File: src/rtl/mod5_counter.sv
// Enable-driven modulo-5 counter as a 5-state Moore FSM.
// Count and raw state are decoded from the state register only.
module mod5_counter (
    input  logic       clk,
    input  logic       rst,
    input  logic       w,
    output logic [2:0] count,
    output logic [2:0] state
);

    localparam int unsigned STATE_W = 3;

    typedef enum logic [STATE_W-1:0] {
        S0 = 3'b000,
        S1 = 3'b001,
        S2 = 3'b010,
        S3 = 3'b011,
        S4 = 3'b100
    } state_e;

    logic [STATE_W-1:0] state_q;
    logic [STATE_W-1:0] state_d;

    // Next-state: advance on w, hold otherwise; illegal encodings recover to S0.
    always_comb begin
        state_d = S0;
        case (state_q)
            S0:      state_d = w ? S1 : S0;
            S1:      state_d = w ? S2 : S1;
            S2:      state_d = w ? S3 : S2;
            S3:      state_d = w ? S4 : S3;
            S4:      state_d = w ? S0 : S4;
            default: state_d = S0;
        endcase
    end

    always_ff @(posedge clk) begin
        if (rst) begin
            state_q <= S0;
        end else begin
            state_q <= state_d;
        end
    end

    // Moore decode; illegal encodings read as zero.
    always_comb begin
        state = state_q;
        count = (state_q <= STATE_W'(S4)) ? state_q : STATE_W'(0);
    end

endmodule

File: config.mk
export PLATFORM = sky130hd
export DESIGN_NAME = mod5_counter
export DESIGN_NICKNAME = d
export VERILOG_FILES = /design/src/rtl/mod5_counter.sv
export SDC_FILE = /design/constraint.sdc
export NUM_CORES = 1
export LEC_CHECK = 0
export CAP_MARGIN = 5
export CORE_AREA = 5 5 42 44
export CTS_CLUSTER_DIAMETER = 100
export DETAILED_ROUTE_END_ITERATION = 10
export DIE_AREA = 0 0 47 49
export PLACE_DENSITY = 0.41
export SYNTH_ARGS = -nofsm -noshare
export SYNTH_HDL_FRONTEND = slang
export SYNTH_SLANG_ARGS = --single-unit
File: constraint.sdc
create_clock -name clk -period 1.7 [get_ports clk]
set_input_delay 0.17 -clock clk [delete_from_list [all_inputs] [get_ports clk]]
set_output_delay 0.17 -clock clk [all_outputs]
set_load 0.02 [all_outputs]
==> flow_summary.yaml <==
yosys:
  synth.yosys.warnings: 0
  net_count_after_synthesis: 18
  synthesis.area_um2: 151.4
  synth_seq_cells: 3
  netlist_instances: 15
  postSynthAreaPerCell_um2: 10.09
  yosysUniqueCellTypes: 11
  synth-seq-area-share_pct: 39.67
timing:
  worst-slew-pin-transition_ps: 231.9
  report.final.hold_viol_count: 0
  setup_viol: 0
  grt_setup_unrepaired: "no"
  period_share_pct: 93.40
  relSlewSlack_pct: 84.51
  timing.final.crit_period_ps: 1588
  post_route_setup_tns_ps: 0
  max_clock_freq_ghz: 0.6298
  count_of_pins_over_their_slew_limit: 0
  fin_worst_skew_ps: 11.05
setup_path:
  critPathLaunch: "state[1]"
  rr_worst_depth: 2
  timing.rr.start: "state[2]"
  critical_path_required_ps: 1530
  ff2ff_setup_slack_ps: 870
  end_of_the_worst_register_to_register_path: "state[2]"
  timing.critical_path.to: "count[1]"
  worst_ep_arrival_time_ps: 1420
  worst-setup-path-type: "flip-flop to output pin"
  sort_of_element_at_the_end_of_the_critical_path: "output pin"
  crit_fanout: 6
  startpoint_type: "flip-flop"
finish:
  layout_commonest_cell: "sky130_fd_sc_hd__clkdlybuf4s50_1"
  fin_nets: 31
  n_antenna_cell: 0
  area_growth_pct: 85.95
  finish.cell_count_without_fillers: 43
  num-fill-cells: 159
  largest_register_ffs: 3
  mostFrequentLayoutCells: "sky130_fd_sc_hd__clkdlybuf4s50_1 (7), sky130_fd_sc_hd__clkbuf_4 (3), sky130_fd_sc_hd__nor2b_1 (2), sky130_fd_sc_hd__nor2_1 (2), sky130_fd_sc_hd__dfxtp_1 (2)"
  post_route_cells_drive_above_1_share_pct: 25.93
pwr:
  max-vdd-ir-drop_uv: 264.4
  power.density_cell_area_nw_per_um2: 945.4
  power.share.clock_pct: 49.2
  leakage_nw: 0.1172
  p_sw_share_pct: 27.69
  sequentialPowerShare_pct: 31.5
  share_comb_of_total_power_pct: 19.3
  switchingPower_uw: 73.69
  intPower_uw: 192.5
global_routing:
  grt-ovfl-total: 0
  grt_first_pass_wirelength_um: 676
  largest_net_degree_at_the_start_of_global_routing: 8
  initial_antenna_violation_count: 0
  global_route.usage.total_pct: 4.507
  grt_pass1_vias: 155
clock_tree:
  clock_insertion_delay_worst_skew_ps: 240
  total_number_of_h_tree_levels: 1
  max-clock-path-buffers: 2
  tritoncts: "done"
  cts.clk_slew.worst_paths_ps: 40
  numClockSinks: 3
  clock_tree.root_cell: "sky130_fd_sc_hd__clkbuf_4"
  cts_made_buffers: 3
  ctsHoldBuffers: 0
floorplan:
  floorplan.initialDensity_pct: 10.80
  fp.dieW_um: 47
  die_area_um2: 2303
  std_cell_rows: 14
  die_h_um: 49
  floorplan.core_area_um2: 1401
  io_pins: 9
placed_design:
  io_buffers: 8
  gpl.final_weighted_congestion: 0.7067
  numPlacedInstances: 39
detailed_routing:
  num_vias: 158
  postRouteWirelength_um: 416
  drc: 0
  detail-route-antenna-nets: 0
  route.detailed.vias_per_inst: 3.674
  initialDrtViolationCount: 6
  detail_route.first_pass.iterations: 3
  average_routed_wire_per_standard_cell_um: 9.674
flow_run:
  maxCapViolCount: 0
status:
  status: "finished, final reports clean"
hold_path:
  hold_path_class: "input pin to flip-flop"
  worst_hold_startpoint: "rst"
cell type report:
type | count | area [um2] | share of cell area (%)
multi-input cells | 12 | 91.34 | 32.44
repair buffers | 8 | 82.58 | 29.33
clock buffers | 4 | 26.28 | 9.333
flip-flops and latches | 3 | 61.31 | 21.78
well taps | 16 | 20.02 | 7.111
worst max-delay path: stages, from the launching register on:
cell	delay [ps]
sky130_fd_sc_hd__dfxtp_1	410
sky130_fd_sc_hd__nor2b_1	160
sky130_fd_sc_hd__clkdlybuf4s50_1	610
power groups by stage:
stage	combinational, mW	clock [mW]	sequential [mW]
2_1_floorplan	0.0204	0	0.0886
3_3_place_gp	0.0517	0	0.0839
3_5_place_dp	0.0513	0	0.0846
4_1_cts	0.0517	0.137	0.0833
5_1_grt	0.0548	0.143	0.0853
6_report	0.0513	0.131	0.0838
synth_stat cells:
library cell / count / share of area, %
sky130_fd_sc_hd__nand4b_1: 1 / 5.8
sky130_fd_sc_hd__nand3b_1: 1 / 5.0
sky130_fd_sc_hd__xnor2_1: 1 / 5.8
sky130_fd_sc_hd__a21bo_2: 1 / 6.6
sky130_fd_sc_hd__or2_1: 1 / 4.1
sky130_fd_sc_hd__a21oi_2: 1 / 5.8
sky130_fd_sc_hd__nor2_1: 2 / 5.0
sky130_fd_sc_hd__nor3b_2: 1 / 8.3
sky130_fd_sc_hd__dfxtp_1: 3 / 40
sky130_fd_sc_hd__o2bb2ai_1: 1 / 5.8
sky130_fd_sc_hd__nor2b_1: 2 / 8.3
through the flow:
step                setup WS [ps]  cell area, um2  util [%]  power (mW)  hold WS, ps
global placement            277.2           251.5     17.95      0.1356        580.9
CTS                         17.83           277.8     19.82      0.2718        530.7
floorplan                   590.7           151.4         -      0.1090        257.7
finish                      112.1           281.5     20.09      0.2662        527.8
detailed placement          294.0           251.5     17.95      0.1359        579.1
global route                39.36           281.5     20.09      0.2830        570.9
cell families (layout without fill, tap and decap cells):
group | count (synthesis) | count (layout) | synth area share (%)
simple gates | 8 | 8 | 36.37
flops | 3 | 3 | 39.67
compound gates | 3 | 3 | 18.18
xor+xnor | 1 | 1 | 5.786
buf+inv | 0 | 12 | 0
per-layer routing:
metal	vias to the layer above	share of wire, %	track usage, %
li1	78	-	-
met1	69	47	5.495
met2	11	31	4.072
met3	0	21	6.642
met4	0	0	1.382
met5	-	0	0
worst min-delay path by stage:
stage | endpoint | slack (ps) | cells past startpoint
after floorplan | state[2] | 260 | 1
after global placement | state[2] | 580 | 2
after detailed placement | state[2] | 580 | 2
after CTS | state[2] | 530 | 2
after global routing | state[2] | 570 | 2
final | state[2] | 530 | 2
repair_timing:
action                                  CTS  global route
endpoints found under the setup margin    0             2
resized for setup                         0             2
buffers inserted                          0             0
No activity file was read; power rests on OpenSTA's default activity.
